File: src/rtl/sr04_echo_emulator.sv
// HC-SR04 ultrasonic sensor emulator: measures an incoming trigger pulse and answers
// with an echo pulse whose width encodes the distance selected from distance_bus.
module sr04_echo_emulator #(
    parameter int unsigned MIN_TRIG_US    = 10,
    parameter int unsigned BURST_DELAY_US = 200,
    parameter int unsigned US_PER_CM      = 58,
    parameter int unsigned NO_OBJ_US      = 38000,
    parameter int unsigned HOLDOFF_US     = 1000
) (
    input  logic        clk,
    input  logic        reset,
    input  logic        clock_1MHz,
    input  logic        clock_1MHz_prev,
    input  logic        emu_en,
    input  logic        trig_rx,
    input  logic [3:0]  mux_sensor_select,
    input  logic [63:0] distance_bus,
    output logic        echo_tx,
    output logic        busy,
    output logic        trig_err,
    output logic [7:0]  echo_count
);

    localparam logic [2:0] IDLE    = 3'd0;
    localparam logic [2:0] TRIG    = 3'd1;
    localparam logic [2:0] BURST   = 3'd2;
    localparam logic [2:0] ECHO    = 3'd3;
    localparam logic [2:0] HOLDOFF = 3'd4;

    localparam logic [15:0] MIN_WIDTH  = 16'(MIN_TRIG_US);
    localparam logic [15:0] BURST_LAST = 16'(BURST_DELAY_US - 1);
    localparam logic [15:0] HOLD_LAST  = 16'(HOLDOFF_US - 1);
    localparam logic [15:0] NO_OBJ_LEN = 16'(NO_OBJ_US);
    localparam logic [15:0] CM_SCALE   = 16'(US_PER_CM);

    logic        trig_meta, trig_sync, trig_prev;
    logic        tick, trig_rise, trig_fall;
    logic [2:0]  state, state_n;
    logic [15:0] width, width_n;
    logic [15:0] count, count_n;
    logic [15:0] echo_len, echo_len_n;
    logic [7:0]  distance, distance_n;
    logic [7:0]  sel_distance;
    logic [15:0] len_calc;
    logic [7:0]  echo_count_n;
    logic        echo_n, err_n;

    assign tick      = clock_1MHz & ~clock_1MHz_prev;
    assign trig_rise = trig_sync & ~trig_prev;
    assign trig_fall = ~trig_sync & trig_prev;

    // Out-of-range sensor indices read as "no object" rather than aliasing onto a real sensor
    assign sel_distance = mux_sensor_select[3] ? 8'd0
                                               : distance_bus[{mux_sensor_select[2:0], 3'b000} +: 8];
    assign len_calc     = (sel_distance == 8'd0) ? NO_OBJ_LEN
                                                 : 16'(sel_distance) * CM_SCALE;

    always_ff @(posedge clk or negedge reset) begin
        if (!reset) begin
            trig_meta <= 1'b0;
            trig_sync <= 1'b0;
            trig_prev <= 1'b0;
        end else begin
            trig_meta <= trig_rx;
            trig_sync <= trig_meta;
            trig_prev <= trig_sync;
        end
    end

    always_comb begin
        state_n      = state;
        width_n      = width;
        count_n      = count;
        echo_len_n   = echo_len;
        distance_n   = distance;
        echo_count_n = echo_count;
        echo_n       = echo_tx;
        err_n        = 1'b0;
        if (!emu_en) begin
            state_n = IDLE;
            width_n = 16'd0;
            count_n = 16'd0;
            echo_n  = 1'b0;
        end else begin
            case (state)
                IDLE: begin
                    echo_n = 1'b0;
                    if (trig_rise) begin
                        state_n = TRIG;
                        width_n = 16'd0;
                    end
                end
                TRIG: begin
                    if (trig_fall) begin
                        if (width >= MIN_WIDTH) begin
                            state_n    = BURST;
                            distance_n = sel_distance;
                            echo_len_n = len_calc;
                            count_n    = 16'd0;
                        end else begin
                            state_n = IDLE;
                            err_n   = 1'b1;
                        end
                    end else if (tick && trig_sync && width != 16'hFFFF) begin
                        width_n = width + 16'd1;
                    end
                end
                BURST: begin
                    if (tick) begin
                        if (count == BURST_LAST) begin
                            state_n = ECHO;
                            echo_n  = 1'b1;
                            count_n = 16'd0;
                        end else begin
                            count_n = count + 16'd1;
                        end
                    end
                end
                // The echo drops in the same clk as its final tick so the width is exact in ticks
                ECHO: begin
                    if (tick) begin
                        if (count == echo_len - 16'd1) begin
                            state_n      = HOLDOFF;
                            echo_n       = 1'b0;
                            count_n      = 16'd0;
                            echo_count_n = echo_count + 8'd1;
                        end else begin
                            count_n = count + 16'd1;
                        end
                    end
                end
                HOLDOFF: begin
                    if (tick) begin
                        if (count == HOLD_LAST) begin
                            state_n = IDLE;
                            count_n = 16'd0;
                        end else begin
                            count_n = count + 16'd1;
                        end
                    end
                end
                default: begin
                    state_n = IDLE;
                    echo_n  = 1'b0;
                end
            endcase
        end
    end

    always_ff @(posedge clk or negedge reset) begin
        if (!reset) begin
            state      <= IDLE;
            width      <= 16'd0;
            count      <= 16'd0;
            echo_len   <= 16'd0;
            distance   <= 8'd0;
            echo_count <= 8'd0;
            echo_tx    <= 1'b0;
            busy       <= 1'b0;
            trig_err   <= 1'b0;
        end else begin
            state      <= state_n;
            width      <= width_n;
            count      <= count_n;
            echo_len   <= echo_len_n;
            distance   <= distance_n;
            echo_count <= echo_count_n;
            echo_tx    <= echo_n;
            busy       <= (state_n != IDLE);
            trig_err   <= err_n;
        end
    end

endmodule

File: config.mk
export PLATFORM = sky130hd
export DESIGN_NAME = sr04_echo_emulator
export DESIGN_NICKNAME = d
export VERILOG_FILES = /design/src/rtl/sr04_echo_emulator.sv
export SDC_FILE = /design/constraint.sdc
export NUM_CORES = 1
export LEC_CHECK = 0
export ABC_AREA = 1
export BUFFER_PORTS_ARGS = -buffer_cell sky130_fd_sc_hd__buf_2
export CORE_MARGIN = 1
export CORE_UTILIZATION = 30
export DETAILED_ROUTE_END_ITERATION = 8
export SYNTH_ARGS = -nofsm -noshare
export SYNTH_HDL_FRONTEND = slang
export SYNTH_SLANG_ARGS = --single-unit
File: constraint.sdc
create_clock -name clk -period 3.8 [get_ports clk]
set_clock_uncertainty 0.05 [all_clocks]
set_input_delay 0 -clock clk [delete_from_list [all_inputs] [get_ports clk]]
set_output_delay 0 -clock clk [all_outputs]
set_load 0.05 [all_outputs]
**After elaboration in Yosys (flattened, before gate mapping)**

Index checks and enable logic that the tools add are counted.

- Bits in registers: 65
- Input bits: 74
- Output and inout port bits: 11

- Add/subtract/negate cells: 4
- Multiply operators: 1
- Magnitude comparators: 1
- Equal/unequal tests: 21
- Shift-type cells: 1
- Multiplexer cells: 38
- Bitwise gates (word level): 6
- Reduce and logical (&&, ||, !) cells: 11

Operators with widths:

| kind | count |
|---|---|
| two-way mux 16 bit | 14 |
| one-hot mux 16 bit (4 select lines) | 1 |
| indexed part select 64 x 7 -> 8 bit | 1 |
| adder 16 x 1 -> 16 bit, second input constant | 2 |
| one-hot mux 16 bit (2 select lines) | 1 |
| != test 3 bit, second input constant | 10 |
| two-way mux 3 bit | 9 |
| == test 16 x 10 -> 1 bit, second input constant | 1 |
| == test 16 bit | 1 |
| == test 16 x 8 -> 1 bit, second input constant | 1 |
| >= comparator 16 x 4 -> 1 bit, second input constant | 1 |
| != test 16 bit, second input constant | 1 |
| subtractor 16 x 1 -> 16 bit, second input constant | 1 |
| one-hot mux 3 bit (5 select lines) | 1 |
| multiplier 8 x 5 -> 13 bit, second input constant | 1 |
| AND reduction 4 bit | 3 |
| two-way mux 1 bit | 9 |
| adder 8 x 1 -> 8 bit, second input constant | 1 |
| logical NOT 8 bit | 1 |
| two-way mux 8 bit | 1 |
| == test 3 x 2 -> 1 bit, second input constant | 2 |
| AND reduction 6 bit | 1 |
| != test 5 x 1 -> 1 bit, second input constant | 1 |
| AND reduction 5 bit | 1 |
| 12 further kinds | 17 |

**Logic depth before layout (Yosys ltp)**

Gate-level depths: netlist (run 1).

- Depth after elaboration: 8
- Mapped depth: 22

**Worst setup path after synthesis (run 1)**

Ideal clock, no wire load.

- Path kind: input port to flip-flop
- Start: input port mux_sensor_select[0]
- End: register echo_len[13]
- Library setup time: 0.117 ns
- Arrival time: 3.568 ns
- Required time: 3.633 ns
- Slack: 0.065 ns
- Cell stages on the path: 21
- Cell sequence: inv_1 > clkbuf_1 > o21ai_0 > o221ai_1 > o211ai_1 > fa_1 > inv_1 > ha_1 > inv_1 > fa_1 > inv_1 > ha_1 > nand2_1 > o21ai_0 > a21oi_1 > o21ai_0 > nand2_1 > a21oi_1 > o21bai_1 > nand3_1 > nand2_1

- Cells in the longest elaborated chain, start to end: 4
- Elaborated cells on any way between the ends: 5
- Those cells by class: mul: 1; shift: 1; mux: 2; reduce/logical: 1

RTL lines:

| what | line | text |
|---|---|---|
| start, declared | 16 | `input logic [3:0] mux_sensor_select,` |
| indexed part select 64 x 7 -> 8 bit * | 54 | `: distance_bus[{mux_sensor_select[2:0], 3'b000} +: 8];` |
| two-way mux 8 bit * | 53 | `assign sel_distance = mux_sensor_select[3] ? 8'd0` |
| multiplier 8 x 5 -> 13 bit / logical NOT 8 bit (equally long branches) | 56, 55 |  |
| two-way mux 16 bit * | 55 | `assign len_calc = (sel_distance == 8'd0) ? NO_OBJ_LEN` |
| end signal, assigned | 165 | `echo_len <= echo_len_n;` |
| end, declared | 41 | `logic [15:0] echo_len, echo_len_n;` |

Mark *: on every way between the ends. The rest lies on a longest branch, timed or not.
A chain may end at the register's enable or synchronous reset.

**Worst setup path after layout (run 1)**

Ends and elaborated chain as after synthesis.

==> results of run 1 <==
[stage by stage]
stage / TNS, ps / worst slack, ps
after global placement: -19.4 / -19.4
after floorplan: 0 / 64.8
after detailed placement: -91.7 / -59.5
final: 0 / 367
after global routing: -1.60 / -1.60
after CTS: 0 / 304
[sequential cells by signal, summed over array words and instances (netlist names)]
| name | count |
|---|---|
| echo_count | 8 |
| trig_prev | 1 |
| width | 16 |
| trig_err | 1 |
| trig_sync | 1 |
| trig_meta | 1 |
| echo_tx | 1 |
| count | 16 |
| echo_len | 14 |
| state | 3 |
| busy | 1 |
[final cells by class]
class,count,area [um^2],share of cell area
sequential,63,1580,0.234
timing repair buffer,117,692,0.103
inverter,109,409,0.0608
clock buffer,11,243,0.0361
tap,229,287,0.0426
multi-input combinational,596,3500,0.520
clock inverter,4,22.5,0.00335
[path summary, 6_finish.rpt]
kind                       cells after the start                  from       endpoint
max in group asynchronous                      3                 reset       count[8]
setup reg to reg                              15           echo_len[1]  echo_count[2]
hold / removal                                 6       clock_1MHz_prev       state[2]
min in group asynchronous                      2                 reset       width[8]
hold reg to reg                                0             trig_meta      trig_sync
setup / recovery                              24  mux_sensor_select[0]   echo_len[13]
[synth_stat cells (2+ instances only)]
cell | number | share of area
o211ai_1 | 10 | 0.013
nand4_1 | 12 | 0.013
o22ai_1 | 14 | 0.016
buf_2 | 4 | 0.0036
xor2_1 | 27 | 0.042
nor3_1 | 16 | 0.014
a21oi_1 | 24 | 0.022
o21ai_0 | 49 | 0.044
nand3_2 | 3 | 0.0054
o31ai_1 | 2 | 0.0027
dfrtp_1 | 63 | 0.28
nand3_1 | 56 | 0.050
nand2_2 | 2 | 0.0022
nor4_1 | 11 | 0.012
o221ai_1 | 8 | 0.013
ha_1 | 35 | 0.079
inv_1 | 107 | 0.072
buf_4 | 2 | 0.0027
nor2_4 | 4 | 0.0081
fa_1 | 11 | 0.040
inv_2 | 2 | 0.0013
nand2_4 | 2 | 0.0040
nand2_1 | 175 | 0.12
nand3b_1 | 13 | 0.018
xnor2_1 | 11 | 0.017
clkbuf_1 | 11 | 0.0074
nor3_2 | 3 | 0.0054
nor2_1 | 91 | 0.061
nor2_2 | 6 | 0.0067
[critical path, cell delays in order]
cell and delay [ps]:
buf_2 120, inv_1 100, buf_4 180, nor2_1 50
o22ai_1 180, o211ai_1 130, buf_4 180, fa_1 520
inv_1 40, ha_1 260, inv_1 50, fa_1 490
inv_1 40, ha_1 330, a21oi_2 160, o21ai_0 80
a21oi_1 180, o21ai_1 100, nand2_1 80, a21oi_1 80
nor2_1 80, nand2_1 50, nand3_1 80, nand2_1 50
[cell families (layout without fill, tap and decap cells)]
group,count (synthesis),count (layout)
xor gates and xnor gates,38,38
DFF,63,63
adders and majority gates,46,46
buffers and inverters,127,241
and+or+nand+nor,400,400
AOI/OAI and AO/OA,112,112
[what timing repair did]
action,4_1_cts,5_1_grt
endpoints found under the setup margin,0,2
resized for setup,0,4
hold buffers,3,0
buffers inserted,0,0
endpoints found under the hold margin,37,0
[routing by layer]
layer  part of all wire  GRT usage  up-vias
met1               0.49      0.193     2496
li1                   -          -     2803
met4             0.0082     0.0325        0
met5                  0          0        -
met2               0.46      0.256       98
met3              0.042     0.0339        7
[power by group]
part / internal [uW] / switching, uW / total, uW
Clock: 451 / 295 / 747
Sequential: 675 / 2.56 / 678
Combinational: 240 / 272 / 512
Total: 1370 / 570 / 1940
==> flow_summary.ini, run 1 <==
[worst_setup_path]
worstPathMaxFanout = 11
start_kind = primary input
required_ps = 3980
worst_ep_arrival_time_ps = 3620
r2r_slack_ps = 1150
crit_path_end_kind = flip-flop
worst-setup-path-type = in2reg

[synth]
synth_edf_count = 0
post_synth_instance_area_mm2 = 0.00557
ys_ff_latch = 63
post_synth_mux_area_share = 0
synth_fa_ha_area_frac = 0.118
yosys.area_share.simple = 0.333
synth-async-reset-ratio = 1.00
synth_area_per_cell_um2 = 7.08
synth_xor_xnor_area_share = 0.0598
synth_cell_types = 41
area_fraction_in_compound_gates_after_synthesis = 0.117
synth_top_flop_cell = dfrtp_1
netlist_instances = 786
synth_fp_nets = 906
ys.warnings.count = 0
synth.yosys.seq_area_share = 0.283
synth_top_family_by_area = simple AND/OR/NAND/NOR gates

[timing]
fmax_ghz = 0.291
worst_max_slew_pin_slew_ps = 1050
finalCriticalPeriod_ps = 3430
timing.hold.ws_ps = 108
final.period_utilization = 0.903
max_slew_margin = 0.295
grt_setup_unrepaired = yes
maxSlewViolCount = 0
hold_viol = 0
setup_viol_count_final = 0

[die]
floorplan.rows = 49
die_area_mm2 = 0.0191
starting_density = 0.308
core_mm2 = 0.0181
chipWidth_um = 138
dieHeight_um = 138
ioPinCount = 85

[power]
power-per-cell-area_mw_per_mm2 = 288
p_leak_uw = 0.00341
totalPowerFinal_uw = 1940
ir_drop_mv = 0.166

[final_layout]
final_util = 0.372
layout_fillers = 1935
layout_commonest_cell = nand2_1
fin_cells = 1129
most-common-layout-cells = 175 x nand2_1, 107 x inv_1, 91 x nor2_1
share_of_layout_cells_above_drive_strength_1 = 0.173
diodes = 0
final_design_area_no_fill_mm2 = 0.00673
layout.nets = 1016
areaGrowthSynthToFinish_pct = 20.8

[grt]
grt_start_max_net_pins = 37
grt_first_pass_wirelength_um = 23700
first_global_vias = 5301
groute.usage.overall = 0.150
total_gr_overflow = 0
antenna_found_initial = 0

[clocking]
ctsLongestPathBuffers = 2
clk_pin_slew_worst_paths_ps = 50
cts_root_buf = clkbuf_16
clock_insertion_delay_worst_skew_ps = 340
cts_num_sinks = 63
cts_inserted_buffers = 9
cts_max_level = 3
cts_tree = done

[placement]
gp_routability_congestion = 0.830
dp_hpwl_um = 10800
detailed_place.area_mm2 = 0.00642
placedCellCount = 1111
port_bufs = 84

[routing]
drc_errors = 8
sum_of_routed_wire_length_over_all_layers_um = 13500
avgViaCountPerCell = 4.79
dr.first_iter.drc_count = 260
vias = 5404
routed_wire_length_per_instance_um = 11.9
drt_pass1_iterations = 6
postRouteAntennaNets = 0

[outcome]
run_status = finished, violations left
failed_checks = design-rule violations

[job]
max_cap_viol_count = 0

[hold_path]
worst_hold_path_type = in2reg
No activity file was read; power rests on OpenSTA's default activity.
==> inputs of run 2 (changes only) <==
--- a/config.mk
+++ b/config.mk
@@ -10,6 +10,7 @@
 export CORE_MARGIN = 1
 export CORE_UTILIZATION = 30
 export DETAILED_ROUTE_END_ITERATION = 8
+export PLACE_DENSITY = 0.48
 export SYNTH_ARGS = -nofsm -noshare
 export SYNTH_HDL_FRONTEND = slang
 export SYNTH_SLANG_ARGS = --single-unit
==> run 2 against run 1 <==
Largest power group unchanged. Flip-flop and latch count stayed put. Global-route usage is 1.8 points higher. Routed wire length is 13% higher. Core utilization is 0.75 points higher. Register-to-register slack better by 20 ps. The run still ends with design-rule violations left. Sequential share of layout area is 0.47 points lower. Total power is 9.8% higher. Via count is 0.93% lower.
==> flow_summary.ini, run 2 (synthesis results as in run 1) <==
[placement]
gp_routability_congestion = 0.841
port_bufs = 84
dp_hpwl_um = 12000

[outcome]
run_status = finished, violations left
failed_checks = design-rule violations

[grt]
first_global_vias = 5258
antenna_found_initial = 0
groute.usage.overall = 0.168
grt_first_pass_wirelength_um = 26100
total_gr_overflow = 0
grt_start_max_net_pins = 64

[die]
chipWidth_um = 138
floorplan.rows = 49
starting_density = 0.308
core_mm2 = 0.0181
dieHeight_um = 138
ioPinCount = 85
die_area_mm2 = 0.0191

[power]
ir_drop_mv = 0.188
totalPowerFinal_uw = 2130
p_leak_uw = 0.00348
power-per-cell-area_mw_per_mm2 = 310

[routing]
avgViaCountPerCell = 4.70
drt_pass1_iterations = 7
dr.first_iter.drc_count = 265
postRouteAntennaNets = 0
sum_of_routed_wire_length_over_all_layers_um = 15200
routed_wire_length_per_instance_um = 13.3
drc_errors = 6
vias = 5354

[clocking]
clock_insertion_delay_worst_skew_ps = 340
cts_num_sinks = 63
cts_root_buf = clkbuf_16
cts_tree = done
ctsLongestPathBuffers = 2
cts_max_level = 3
cts_inserted_buffers = 9
clk_pin_slew_worst_paths_ps = 50

[hold_path]
hp-start = clock_1MHz_prev
worst_hold_path_type = in2reg

[worst_setup_path]
timing.rr.end = echo_count[4]
required_ps = 3970
worst-setup-path-type = in2reg
crit_path_end_kind = flip-flop
worst_ep_arrival_time_ps = 3630
cp-endpoint = echo_len[13]
worst-r2r-cell-count = 15
setup.worst_path.start = mux_sensor_select[1]
r2r_slack_ps = 1170
worstPathMaxFanout = 13
critical_path.reg2reg.startpoint = echo_len[2]
start_kind = primary input

[timing]
finalCriticalPeriod_ps = 3460
final.period_utilization = 0.910
setup_viol_count_final = 0
maxSlewViolCount = 0
hold_viol = 0
worst_max_slew_pin_slew_ps = 1060
accumulated_negative_setup_slack_ps = 0
grt_setup_unrepaired = no
fmax_ghz = 0.289
max_slew_margin = 0.292

[final_layout]
layout_commonest_cell = nand2_1
diodes = 0
layout_top_registers = count: 16 flops, width: 16 flops, echo_len: 14 flops
areaGrowthSynthToFinish_pct = 23.3
layout.nets = 1024
share_of_layout_cells_above_drive_strength_1 = 0.183
most-common-layout-cells = 175 x nand2_1, 107 x inv_1, 91 x nor2_1

[job]
max_cap_viol_count = 0
run 2: changes by cell type in the layout (fill, tap and decap cells not counted):
cell,change
clkinv_2,-2
a21oi_2,-1
clkinvlp_4,+1
o21ai_0,-1
o21ai_2,+1
bufinv_16,+2
a21oi_1,+1
buf_4,+8
buf_12,+1
clkbuf_1,-1
buf_6,-1
clkbuf_8,+1
run 2: area by class of cell:
class	instances	area [um^2]
Clock inverter	5	80.1
Tap cell	229	287
Clock buffer	11	253
Multi-Input combinational cell	596	3500
Timing Repair Buffer	125	761
Inverter	109	409
Sequential cell	63	1580
Fill cell	1926	11200
run 2: metrics by stage:
step           setup WS (ps)  area, um^2  std cells  utilization  hold slack, ps
3_5_place_dp           -59.5        6480       1117        0.358            63.5
5_1_grt                 9.22        6860       1138        0.379             206
6_report                 341        6860       1138        0.379             157
2_1_floorplan           64.8        5570        786            -            -346
3_3_place_gp           -19.3        6480       1117        0.358            65.1
4_1_cts                  297        6840       1136        0.378             138
run 2: worst min-delay path by stage:
stage          depth (start not counted)         to
2_1_floorplan                          0       busy
3_3_place_gp                           1  trig_meta
3_5_place_dp                           1  trig_meta
4_1_cts                                6   state[2]
5_1_grt                                6   state[2]
6_report                               6   state[2]
run 2: report_power, final:
part           leakage [uW]  switching [uW]  total (uW)  internal [uW]
logic               0.00250             282         532            250
registers          0.000825            3.32         678            675
clock network      0.000158             308         916            608
run 2: routing by layer:
metal / wire [um] / track usage / vias to the layer above
met3: 421 / 0.0236 / 13
met1: 7880 / 0.248 / 2459
met5: 0 / 0 / -
met2: 6730 / 0.260 / 68
met4: 123 / 0.0367 / 0
li1: - / - / 2814
run 2: critical path, cell delays in order:
cell      delay, ps
buf_2           110
inv_1            80
buf_12          130
buf_4           110
o21ai_0          70
o221ai_1        160
o211ai_1        240
fa_1            550
inv_1            40
ha_1            260
inv_1            50
fa_1            500
inv_1            40
ha_1            320
a21oi_1         180
o21ai_0          90
a21oi_1         170
o21ai_1         100
nand2_1          80
a21oi_1          80
nor2_1           90
nand2_1          50
nand3_1          80
nand2_1          50
run 2: repair_timing:
action,in CTS,in global routing
setup endpoints to repair,0,2
hold buffers,3,0
buffers inserted,0,2
endpoints found under the hold margin,67,0
gates resized for setup,0,4
